[src/rtl/compare_seq_if.sv]
// Handshake and operand bundle for the sequential magnitude comparator.
// The master drives operands and start; the slave returns status and result flags.
interface compare_seq_if #(
    parameter int WIDTH = 64
);
    logic             start;
    logic             signed_mode;
    logic [WIDTH-1:0] A;
    logic [WIDTH-1:0] B;
    logic             IGT;
    logic             ILE;
    logic             IEQ;
    logic             busy;
    logic             done;
    logic             FGT;
    logic             FLE;
    logic             FEQ;

    modport master (
        output start, signed_mode, A, B, IGT, ILE, IEQ,
        input  busy, done, FGT, FLE, FEQ
    );

    modport slave (
        input  start, signed_mode, A, B, IGT, ILE, IEQ,
        output busy, done, FGT, FLE, FEQ
    );
endinterface

[src/rtl/compare_seq.sv]
// Multi-cycle magnitude comparator: walks CHUNK-bit slices from the most significant
// end and stops at the first slice that differs; full equality passes the cascade inputs.
module compare_seq #(
    parameter int WIDTH = 64,
    parameter int CHUNK = 16
) (
    input  logic         clk,
    input  logic         rst_n,
    compare_seq_if.slave bus
);
    // WIDTH is expected to be a whole multiple of CHUNK.
    localparam int NCHUNK = WIDTH / CHUNK;
    localparam int IDX_W  = (NCHUNK > 1) ? $clog2(NCHUNK) : 1;
    localparam logic [CHUNK-1:0] SIGN_BIT = CHUNK'(1) << (CHUNK - 1);

    typedef enum logic {
        IDLE = 1'b0,
        RUN  = 1'b1
    } state_t;

    state_t           state_reg;
    logic [IDX_W-1:0] idx_reg;
    logic [WIDTH-1:0] a_reg;
    logic [WIDTH-1:0] b_reg;
    logic             signed_reg;
    logic             igt_reg;
    logic             ile_reg;
    logic             ieq_reg;
    logic             busy_reg;
    logic             done_reg;
    logic             fgt_reg;
    logic             fle_reg;
    logic             feq_reg;

    logic [CHUNK-1:0] a_slice [NCHUNK];
    logic [CHUNK-1:0] b_slice [NCHUNK];
    logic [CHUNK-1:0] a_cur;
    logic [CHUNK-1:0] b_cur;
    logic             slice_gt;
    logic             slice_lt;

    // Flipping the sign bit of the top slice maps two's-complement order onto unsigned order.
    generate
        for (genvar gi = 0; gi < NCHUNK; gi++) begin : g_slice
            if (gi == NCHUNK - 1) begin : g_top
                assign a_slice[gi] = a_reg[gi*CHUNK +: CHUNK] ^ (signed_reg ? SIGN_BIT : '0);
                assign b_slice[gi] = b_reg[gi*CHUNK +: CHUNK] ^ (signed_reg ? SIGN_BIT : '0);
            end else begin : g_low
                assign a_slice[gi] = a_reg[gi*CHUNK +: CHUNK];
                assign b_slice[gi] = b_reg[gi*CHUNK +: CHUNK];
            end
        end
    endgenerate

    always_comb begin
        a_cur = '0;
        b_cur = '0;
        for (int i = 0; i < NCHUNK; i++) begin
            if (idx_reg == IDX_W'(i)) begin
                a_cur = a_slice[i];
                b_cur = b_slice[i];
            end
        end
    end

    assign slice_gt = (a_cur > b_cur);
    assign slice_lt = (a_cur < b_cur);

    // Operand and cascade latches are pure datapath and need no reset.
    always_ff @(posedge clk) begin
        if (!rst_n) begin
            state_reg <= IDLE;
            idx_reg   <= '0;
            busy_reg  <= 1'b0;
            done_reg  <= 1'b0;
            fgt_reg   <= 1'b0;
            fle_reg   <= 1'b0;
            feq_reg   <= 1'b0;
        end else begin
            done_reg <= 1'b0;
            case (state_reg)
                IDLE: begin
                    if (bus.start) begin
                        a_reg      <= bus.A;
                        b_reg      <= bus.B;
                        signed_reg <= bus.signed_mode;
                        igt_reg    <= bus.IGT;
                        ile_reg    <= bus.ILE;
                        ieq_reg    <= bus.IEQ;
                        idx_reg    <= IDX_W'(NCHUNK - 1);
                        busy_reg   <= 1'b1;
                        state_reg  <= RUN;
                    end
                end
                RUN: begin
                    if (slice_gt || slice_lt) begin
                        fgt_reg   <= slice_gt;
                        fle_reg   <= slice_lt;
                        feq_reg   <= 1'b0;
                        done_reg  <= 1'b1;
                        busy_reg  <= 1'b0;
                        state_reg <= IDLE;
                    end else if (idx_reg == '0) begin
                        fgt_reg   <= igt_reg;
                        fle_reg   <= ile_reg;
                        feq_reg   <= ieq_reg;
                        done_reg  <= 1'b1;
                        busy_reg  <= 1'b0;
                        state_reg <= IDLE;
                    end else begin
                        idx_reg <= idx_reg - 1'b1;
                    end
                end
                default: begin
                    state_reg <= IDLE;
                    busy_reg  <= 1'b0;
                end
            endcase
        end
    end

    assign bus.busy = busy_reg;
    assign bus.done = done_reg;
    assign bus.FGT  = fgt_reg;
    assign bus.FLE  = fle_reg;
    assign bus.FEQ  = feq_reg;
endmodule

[src/flat_wrapper.sv]
// flat-port wrapper written by rule: the top's interface ports become plain ports
module compare_seq_flat 
#(
    parameter int WIDTH = 64,
    parameter int CHUNK = 16
)
  (clk, rst_n, bus_start, bus_signed_mode, bus_A, bus_B, bus_IGT, bus_ILE, bus_IEQ, bus_busy, bus_done, bus_FGT, bus_FLE, bus_FEQ);
  compare_seq_if #(.WIDTH(WIDTH)) bus_i ();
  input  logic clk;
  input  logic rst_n;
  input wire logic [$bits(bus_i.start)-1:0] bus_start;
  input wire logic [$bits(bus_i.signed_mode)-1:0] bus_signed_mode;
  input wire logic [$bits(bus_i.A)-1:0] bus_A;
  input wire logic [$bits(bus_i.B)-1:0] bus_B;
  input wire logic [$bits(bus_i.IGT)-1:0] bus_IGT;
  input wire logic [$bits(bus_i.ILE)-1:0] bus_ILE;
  input wire logic [$bits(bus_i.IEQ)-1:0] bus_IEQ;
  output wire logic [$bits(bus_i.busy)-1:0] bus_busy;
  output wire logic [$bits(bus_i.done)-1:0] bus_done;
  output wire logic [$bits(bus_i.FGT)-1:0] bus_FGT;
  output wire logic [$bits(bus_i.FLE)-1:0] bus_FLE;
  output wire logic [$bits(bus_i.FEQ)-1:0] bus_FEQ;
  assign bus_i.start = bus_start;
  assign bus_i.signed_mode = bus_signed_mode;
  assign bus_i.A = bus_A;
  assign bus_i.B = bus_B;
  assign bus_i.IGT = bus_IGT;
  assign bus_i.ILE = bus_ILE;
  assign bus_i.IEQ = bus_IEQ;
  assign bus_busy = bus_i.busy;
  assign bus_done = bus_i.done;
  assign bus_FGT = bus_i.FGT;
  assign bus_FLE = bus_i.FLE;
  assign bus_FEQ = bus_i.FEQ;
  compare_seq #(.WIDTH(WIDTH), .CHUNK(CHUNK)) u_core (.clk(clk), .rst_n(rst_n), .bus(bus_i));
endmodule
[config.mk]
export PLATFORM = sky130hd
export DESIGN_NAME = compare_seq_flat
export DESIGN_NICKNAME = d
export VERILOG_FILES = /design/src/rtl/compare_seq_if.sv /design/src/rtl/compare_seq.sv /design/src/flat_wrapper.sv
export SDC_FILE = /design/constraint.sdc
export NUM_CORES = 1
export LEC_CHECK = 0
export ABC_CLOCK_PERIOD_IN_PS = 10100
export BUFFER_PORTS_ARGS = -buffer_cell sky130_fd_sc_hd__buf_2
export CAP_MARGIN = 20
export CORE_ASPECT_RATIO = 1.4
export CORE_MARGIN = 4
export CORE_UTILIZATION = 45
export DETAILED_ROUTE_END_ITERATION = 10
export GPL_TIMING_DRIVEN = 1
export PLACE_DENSITY = 0.66
export SLEW_MARGIN = 10
export SYNTH_ARGS = -nofsm -noshare
export SYNTH_HDL_FRONTEND = slang
export SYNTH_SLANG_ARGS = --single-unit
[constraint.sdc]
create_clock -name clk -period 10.1 [get_ports clk]
set_input_delay 2.525 -clock clk [delete_from_list [all_inputs] [get_ports clk]]
set_output_delay 2.525 -clock clk [all_outputs]
set_load 0.005 [all_outputs]
==> results of run 1 <==
## cell usage after synthesis (2+ instances only)
| cell type | number |
|---|---|
| a21boi_1 | 2 |
| a22oi_1 | 8 |
| inv_1 | 5 |
| nor2_1 | 52 |
| o21ai_1 | 3 |
| edfxtp_1 | 132 |
| xnor2_1 | 2 |
| o21ai_0 | 32 |
| clkbuf_1 | 17 |
| a21oi_1 | 55 |
| buf_1 | 6 |
| a311oi_1 | 2 |
| ha_1 | 20 |
| nand3_1 | 4 |
| nand4_1 | 4 |
| mux2i_1 | 11 |
| nor2b_1 | 3 |
| nand2_1 | 58 |
| and2_1 | 2 |
| nand2b_1 | 2 |
| dfxtp_1 | 8 |
## final cells by class
cell class	instances	share of cell area, %
Timing Repair Buffer	143	10.21
Clock inverter	11	2.007
Tap cell	150	2.595
Inverter	5	0.2595
Multi-Input combinational cell	274	21.88
Clock buffer	20	6.037
Sequential cell	140	57.01
## worst max-delay path, stage by stage
cell,delay [ns]
buf_2,0.08
nor2b_1,0.25
and2_4,0.70
buf_4,0.80
## cells by family (layout without fill, tap and decap cells)
logic type | Yosys count | count (layout) | share of synthesized area [%]
adders and majority gates | 20 | 20 | 4.309
and+or+nand+nor | 131 | 131 | 9.675
xor gates and xnor gates | 2 | 2 | 0.3017
muxes | 11 | 11 | 1.896
DFF | 140 | 140 | 71.02
buffers and inverters | 29 | 179 | 1.896
AOI/OAI and AO/OA | 110 | 110 | 10.90
## power breakdown
group	switching, W	internal (W)	total, W
Sequential	0.00000810	0.000666	0.000674
Clock	0.000222	0.000386	0.000608
Combinational	0.000105	0.0000713	0.000177
Total	0.000335	0.00112	0.00146
## metal layers
metal,vias up,GRT usage (%),share of wire (%)
li1,1912,-,-
met5,-,0,0
met1,1756,20.31,42
met3,17,4.630,5.1
met2,109,28.64,51
met4,0,6.583,1.8
## metrics by stage
step	util [%]	cell area (um^2)
after CTS	57.74	7213
after global routing	57.90	7233
after global placement	53.08	6631
after floorplan	-	5807
after detailed placement	53.08	6631
final	57.90	7233
## worst paths after layout
path / slack [ns] / to / cells after the start / startpoint
max reg2reg: 6.42 / u_core.idx_reg[0] / 13 / u_core.idx_reg[0]
min: 0.48 / u_core.bus.FLE / 2 / u_core.bus.FLE
max: 5.68 / u_core.a_reg[45] / 4 / bus_start
min reg2reg: 0.48 / u_core.bus.FLE / 2 / u_core.bus.FLE
==> flow_summary.json, run 1 <==
{
  "regArea_mm2": 0.004124,
  "layout_setup_ws_ns": 5.676,
  "antenna_cells": 0,
  "finalHoldWorstSlack_ns": 0.4788,
  "synth_edf_count": 132,
  "clk_latency_ns": 0.41,
  "yosys.area.top_type": "edfxtp_1",
  "cts_max_level": 4,
  "cts_buffers": 17,
  "fp.dieW_um": 104.0,
  "die_area_mm2": 0.01481,
  "clock_path_buffers": 2,
  "end_kind": "flop",
  "outcome": "complete, no violations",
  "areaGrowthSynthToFinish_pct": 24.56,
  "fillers": 1050,
  "final_max_slew_viol_count": 0,
  "worstSetupStartpointType": "input port",
  "yosys_warnings": 0,
  "clock-sinks": 140,
  "dp_cells": 711,
  "final_cells": 743,
  "seq_area_frac_synth_pct": 71.02,
  "dr_total_vias": 3794,
  "cts_resized": 0,
  "ios": 140,
  "arrival_ns": 4.45,
  "setup_viol_count_final": 0,
  "avgSynthCellArea_um2": 13.11,
  "worst_ep_required_time_ns": 10.12,
  "irDropWorstVdd_v": 0.0001154,
  "via_per_inst": 5.106,
  "maxCapViolCount": 0,
  "ys_seq_elements": 140,
  "syn_area_mm2": 0.005807,
  "rsz0062_at_grt": "false",
  "multi_input_area_mm2": 0.001583,
  "min_period_ns": 4.424,
  "tightest_slew_ns": 1.012,
  "dr.pass1.iters": 4,
  "synth_top_cells_by_area": "edfxtp_1, a21oi_1, ha_1",
  "rows": 48,
  "antenna_found_initial": 0,
  "port_buffers": 139,
  "slew-limit-headroom_pct": 32.54,
  "drive_above_1_share_pct": 30.35,
  "synth_nets": 598,
  "synth.top_cell.area_share_pct": 68.26,
  "synthesis.instances": 443,
  "coreArea_mm2": 0.01249,
  "final_common_cell": "buf_2",
  "path_max_fanout": 73,
  "drt_iter0_drc": 202,
  "track_usage_pct": 16.76,
  "cts_setup_buffers": 0,
  "final_antenna_net_count": 0,
  "root_buffer": "clkbuf_16",
  "place_ws_ns": 5.247,
  "clk_pin_slew_worst_paths_ns": 0.05,
  "cts_tree": "yes",
  "grt_first_pass_wirelength_um": 19070,
  "wirelength_um": 12200,
  "drc": 0,
  "post-route-period-util_pct": 43.80,
  "max_freq_mhz": 226.1,
  "first_global_vias": 3836,
  "p_total_w": 0.001459,
  "synthArstFlopShare_pct": 0,
  "finalHoldViolCount": 0,
  "grt_max_degree": 74,
  "criticalPathCategory": "in -> reg",
  "detail_route.wl_per_cell_um": 16.42,
  "skew_ns": 0.006464,
  "hpwl_um": 8531,
  "gp_routability_congestion": 0.7667,
  "die_h_um": 142.4,
  "grt-ovfl-total": 0,
  "power_leakage_nw": 2.778,
  "hold_class": "reg -> reg",
  "p_per_area_mw_per_mm2": 201.7,
  "synthFlopType": "edfxtp_1",
  "holdBufCountCts": 0,
  "start_util_pct": 46.48,
  "synth_cell_type_count": 36,
  "final_nets": 736,
  "setup_tns_ns": 0,
  "final_cell_mix": "buf_2, edfxtp_1, nand2_1"
}
(Power assumes the default switching activity.)
==> inputs of run 2 (changes only) <==
--- a/config.mk
+++ b/config.mk
@@ -5,7 +5,8 @@
 export SDC_FILE = /design/constraint.sdc
 export NUM_CORES = 1
 export LEC_CHECK = 0
-export ABC_CLOCK_PERIOD_IN_PS = 10100
+export ABC_AREA = 1
+export ABC_CLOCK_PERIOD_IN_PS = 3690
 export BUFFER_PORTS_ARGS = -buffer_cell sky130_fd_sc_hd__buf_2
 export CAP_MARGIN = 20
 export CORE_ASPECT_RATIO = 1.4
@@ -13,7 +14,7 @@
 export CORE_UTILIZATION = 45
 export DETAILED_ROUTE_END_ITERATION = 10
 export GPL_TIMING_DRIVEN = 1
-export PLACE_DENSITY = 0.66
+export PLACE_DENSITY = 0.69
 export SLEW_MARGIN = 10
 export SYNTH_ARGS = -nofsm -noshare
 export SYNTH_HDL_FRONTEND = slang
==> constraint.sdc (replaced) <==
create_clock -name clk -period 3.69 [get_ports clk]
set_input_delay 0.9225 -clock clk [delete_from_list [all_inputs] [get_ports clk]]
set_output_delay 0.9225 -clock clk [all_outputs]
set_load 0.005 [all_outputs]
==> flow_summary.json, run 2 <==
{
  "outcome": "complete, no violations",
  "fin_util_pct": 57.62,
  "fp.dieW_um": 102.6,
  "yosys-top-cells-count": "edfxtp_1, o21ai_0, a21oi_1, nand2_1, a22oi_1",
  "antenna_found_initial": 0,
  "final_common_cell": "buf_2",
  "drive_above_1_share_pct": 34.46,
  "synth_cell_type_count": 27,
  "max_stage_delay_ns": 0.39,
  "end_kind": "flop",
  "grt_max_degree": 82,
  "dr.pass1.iters": 4,
  "rsz0062_at_grt": "false",
  "first_global_vias": 3925,
  "setup_tns_ns": 0,
  "power_leakage_nw": 2.798,
  "die_h_um": 140.4,
  "cts_buffers": 17,
  "path_delay_family": "simple AND/OR/NAND/NOR gates",
  "track_usage_pct": 17.68,
  "synth.top_cell.area_share_pct": 70.32,
  "tightest_slew_ns": 0.6382,
  "cts_max_level": 4,
  "cts_setup_buffers": 0,
  "avgSynthCellArea_um2": 14.09,
  "p_total_w": 0.003873,
  "syn_area_mm2": 0.005637,
  "worst_path_max_delay_cell": "dfxtp_1",
  "path_max_fanout": 20,
  "worstSetupStartpointType": "flop",
  "p_per_area_mw_per_mm2": 546.0,
  "multi_input_area_mm2": 0.001370,
  "wirelength_um": 12350,
  "dr_total_vias": 3735,
  "post-synth-top-count-cell": "edfxtp_1",
  "grt_first_pass_wirelength_um": 19100,
  "gp_routability_congestion": 0.8176,
  "holdBufCountCts": 0,
  "synth_top_cells_by_area": "edfxtp_1, ha_1, o21ai_0",
  "cts_resized": 0,
  "via_per_inst": 5.261,
  "root_buffer": "clkbuf_16",
  "cts_tree": "yes",
  "criticalPathCategory": "reg -> reg",
  "setup_viol_count_final": 0,
  "drt_iter0_drc": 230,
  "arrival_ns": 3.47,
  "yosys.area.top_type": "edfxtp_1",
  "hpwl_um": 8791,
  "min_period_ns": 3.173,
  "coreArea_mm2": 0.01231,
  "ys_seq_elements": 140,
  "clk_latency_ns": 0.42,
  "detail_route.wl_per_cell_um": 17.39,
  "irDropWorstVdd_v": 0.0004610,
  "final_max_slew_viol_count": 0,
  "clock_path_buffers": 2,
  "skew_ns": 0.01925,
  "final_antenna_net_count": 0,
  "start_util_pct": 45.78,
  "dp_cells": 678,
  "areaGrowthSynthToFinish_pct": 25.86,
  "final_nets": 702,
  "grt-ovfl-total": 0,
  "crit_buf_inv": 2,
  "synth_edf_count": 132,
  "max_freq_mhz": 315.1,
  "regArea_mm2": 0.004124,
  "worst_ep_required_time_ns": 3.98,
  "synth_nets": 555,
  "port_buffers": 139,
  "fillers": 972,
  "finalHoldViolCount": 0,
  "crit_chain": "inv_1 > ha_1 > nor2_4 > buf_12 > a22oi_1 > o21ai_0 > o21ai_0 > ha_1 > nand2_1 > nor2_1 > nand2_2 > nor2_2 > nand2_1 > nand3_2 > nand4_4 > o21ai_0 > nor2_1",
  "synthFlopType": "edfxtp_1",
  "drc": 0,
  "yosys_warnings": 0,
  "hold_class": "reg -> reg",
  "synthesis.instances": 400,
  "post-route-period-util_pct": 85.99,
  "final_cells": 710,
  "slew-limit-headroom_pct": 57.45,
  "crit_top_cell": "o21ai_0",
  "clock-sinks": 140,
  "rows": 48,
  "seq_area_frac_synth_pct": 73.16,
  "synthArstFlopShare_pct": 0,
  "clk_pin_slew_worst_paths_ns": 0.06,
  "antenna_cells": 0,
  "ios": 140,
  "maxCapViolCount": 0,
  "final_cell_mix": "buf_2, edfxtp_1, o21ai_0",
  "die_area_mm2": 0.01441
}
run 2: changes by cell type in the layout (fill, tap and decap cells not counted), sizes merged, moves of 5 or more:
cell    previous run  this run
nor2              52        25
buf              143       148
mux2i             11         0
nand2             58        41
o31ai              0         7
inv                6        28
a22oi              8        23
a221oi             1         8
o21ai             35        45
a21oi             55        37
run 2: power breakdown:
group          leakage [nW]  switching [W]  internal, W  total [W]
clock                 0.267       0.000691     0.000883    0.00157
combinational          1.24       0.000277     0.000183   0.000460
sequential             1.29      0.0000213      0.00182    0.00184
total                  2.80       0.000989      0.00288    0.00387
run 2: through the flow:
stage / area (um^2) / worst slack [ns] / hold WS (ns)
2_1_floorplan: 5644 / 0.2700 / 0.4751
3_3_place_gp: 6541 / 0.7133 / 0.4700
3_5_place_dp: 6541 / 0.5438 / 0.4675
4_1_cts: 7094 / 0.5288 / 0.4830
5_1_grt: 7094 / 0.1953 / 0.5157
6_report: 7094 / 0.5169 / 0.4753
run 2: logic make-up (layout without fill, tap and decap cells):
kind of cell | after synthesis | after routing | synth area share (%)
buffers and inverters | 39 | 199 | 2.753
xor gates and xnor gates | 2 | 2 | 0.3108
DFF | 140 | 140 | 73.16
AOI/OAI and AO/OA | 122 | 122 | 12.76
and+or+nand+nor | 77 | 77 | 6.570
adders and majority gates | 20 | 20 | 4.440
run 2: final cells by class:
class	count	share of cell area, %
multi-input cells	221	19.31
clock buffers	17	5.996
flip-flops and latches	140	58.13
inverters	19	1.005
well taps	150	2.646
repair buffers	148	11.11
clock inverters	15	1.799
run 2: final timing paths:
| kind | depth (start not counted) | start | slack (ns) | endpoint |
|---|---|---|---|---|
| hold / removal | 2 | u_core.bus.busy | 0.48 | u_core.bus.busy |
| hold reg to reg | 2 | u_core.bus.busy | 0.48 | u_core.bus.busy |
| setup / recovery | 17 | u_core.idx_reg[1] | 0.52 | u_core.idx_reg[0] |
| setup reg to reg | 17 | u_core.idx_reg[1] | 0.52 | u_core.idx_reg[0] |
run 2: worst reg2reg max path, cell delays in order (launching register included):
cell     delay, ns
dfxtp_1       0.39
inv_1         0.09
ha_1          0.24
nor2_4        0.35
buf_12        0.22
a22oi_1       0.09
o21ai_0       0.15
o21ai_0       0.17
ha_1          0.34
nand2_1       0.07
nor2_1        0.15
nand2_2       0.12
nor2_2        0.09
nand2_1       0.06
nand3_2       0.14
nand4_4       0.12
o21ai_0       0.21
nor2_1        0.06
run 2: per-layer routing:
layer | GRT usage (%) | wire (um) | share of wire, % | vias up
met4 | 7.049 | 286 | 2.3 | 0
met3 | 4.883 | 826 | 6.7 | 20
met5 | 0 | 0 | 0 | -
met1 | 21.43 | 4914 | 40 | 1752
li1 | - | - | - | 1806
met2 | 29.48 | 6322 | 51 | 157
==> inputs of run 3 (changes only) <==
--- a/config.mk
+++ b/config.mk
@@ -15,6 +15,7 @@
 export DETAILED_ROUTE_END_ITERATION = 10
 export GPL_TIMING_DRIVEN = 1
 export PLACE_DENSITY = 0.69
+export RECOVER_POWER = 100
 export SLEW_MARGIN = 10
 export SYNTH_ARGS = -nofsm -noshare
 export SYNTH_HDL_FRONTEND = slang
==> flow_summary.json, run 3 (synthesis results as in run 2) <==
{
  "die_area_mm2": 0.01441,
  "start_util_pct": 45.78,
  "comb_power_share_pct": 11.7,
  "via_per_inst": 5.204,
  "worst_ep_required_time_ns": 3.98,
  "post-route-period-util_pct": 86.28,
  "grt_max_degree": 82,
  "port_buffers": 139,
  "power_leakage_nw": 2.747,
  "end_kind": "flop",
  "gp_routability_congestion": 0.8176,
  "irDropWorstVdd_v": 0.0004613,
  "final_antenna_net_count": 0,
  "ios": 140,
  "outcome": "finished, violations left",
  "setup_tns_ns": 0,
  "path_max_fanout": 20,
  "cts_max_level": 4,
  "cts_resized": 0,
  "drive_above_1_share_pct": 31.61,
  "tightest_slew_ns": 1.935,
  "rsz0062_at_grt": "false",
  "die_h_um": 140.4,
  "dr.pass1.iters": 4,
  "dr_total_vias": 3695,
  "worstSetupStartpointType": "flop",
  "clk_pin_slew_worst_paths_ns": 0.06,
  "min_period_ns": 3.184,
  "crit_chain": "inv_1 > ha_1 > nor2_4 > buf_12 > a22oi_1 > o21ai_0 > o21ai_0 > ha_1 > nand2_1 > nor2_1 > nand2_1 > nor2_2 > nand2_1 > nand3_2 > nand4_4 > o21ai_0 > nor2_1",
  "rr_worst_depth": 17,
  "detail_route.wl_per_cell_um": 17.49,
  "switching_share_pct": 25.47,
  "fp.dieW_um": 102.6,
  "final_nets": 702,
  "grt-ovfl-total": 0,
  "dp_cells": 678,
  "worst_path_max_delay_cell": "dfxtp_1",
  "finalHoldWorstSlack_ns": 0.4797,
  "final_cell_mix": "edfxtp_1, buf_2, o21ai_0",
  "antenna_found_initial": 0,
  "final_max_slew_viol_count": 82,
  "track_usage_pct": 17.68,
  "violations": "max-capacitance violations, max-slew violations",
  "power.internal_w": 0.002883,
  "criticalPathCategory": "reg -> reg",
  "p_clk_share_pct": 40.6,
  "finalHoldViolCount": 0,
  "hold_depth": 2,
  "p_per_area_mw_per_mm2": 548.5,
  "clock-sinks": 140,
  "areaGrowthSynthToFinish_pct": 25.11,
  "holdBufCountCts": 0,
  "fin_util_pct": 57.28,
  "cts_tree": "yes",
  "drc": 0,
  "skew_ns": 0.01885,
  "hpwl_um": 8791,
  "root_buffer": "clkbuf_16",
  "hold_class": "reg -> reg",
  "maxCapViolCount": 1,
  "rows": 48,
  "p_total_w": 0.003868,
  "cts_buffers": 17,
  "wirelength_um": 12420,
  "switchingPower_w": 0.0009853,
  "final_common_cell": "edfxtp_1",
  "final_cells": 710,
  "cts_setup_buffers": 0,
  "first_global_vias": 3925,
  "setup_viol_count_final": 0,
  "slew-limit-headroom_pct": -29.03,
  "max_freq_mhz": 314.1,
  "p_seq_share_pct": 47.7,
  "max_stage_delay_ns": 0.39,
  "arrival_ns": 3.48,
  "drt_iter0_drc": 243,
  "coreArea_mm2": 0.01231,
  "antenna_cells": 0,
  "clk_latency_ns": 0.42,
  "grt_first_pass_wirelength_um": 19100,
  "clock_path_buffers": 2
}
[run 3: cell types whose count changed in the layout (fill, tap and decap cells not counted), sizes merged]
cell,change
buf,-16
clkbuf,+16
[run 3: stage by stage]
stage	worst slack, ns	cell area, um^2
2_1_floorplan	0.2700	5644
3_3_place_gp	0.7133	6541
3_5_place_dp	0.5438	6541
4_1_cts	0.5288	7094
5_1_grt	0.1524	7052
6_report	0.5061	7052
[run 3: critical path, delay by kind of cell (launching register included)]
kind	cells	cell delay (ns)
compound gates	4	0.65
fa+ha+maj	2	0.58
buf+inv	2	0.30
flops	1	0.39
simple gates	9	1.15
[run 3: power groups by stage]
stage / Clock (W) / Sequential, W / Combinational, W
floorplan: 0 / 0.00187 / 0.000279
global placement: 0 / 0.00187 / 0.000446
detailed placement: 0 / 0.00187 / 0.000463
CTS: 0.00161 / 0.00184 / 0.000465
global route: 0.00168 / 0.00185 / 0.000509
finish: 0.00157 / 0.00184 / 0.000453
[run 3: final timing paths]
path	startpoint	endpoint	slack, ns
setup / recovery	u_core.idx_reg[1]	u_core.idx_reg[0]	0.51
hold / removal	u_core.bus.busy	u_core.bus.busy	0.48
setup reg to reg	u_core.idx_reg[1]	u_core.idx_reg[0]	0.51
hold reg to reg	u_core.bus.busy	u_core.bus.busy	0.48
[run 3: area by class of cell]
class	instances	area [um^2]
tap	150	187.7
timing repair buffer	148	753.2
fill	978	5260
sequential	140	4124
clock buffer	17	425.4
clock inverter	15	127.6
multi-input combinational	221	1363
inverter	19	71.32
[run 3: metal layers]
metal / GRT usage (%) / routed length, um
met4: 7.049 / 288
met5: 0 / 0
met2: 29.48 / 6480
met1: 21.43 / 4887
met3: 4.883 / 761
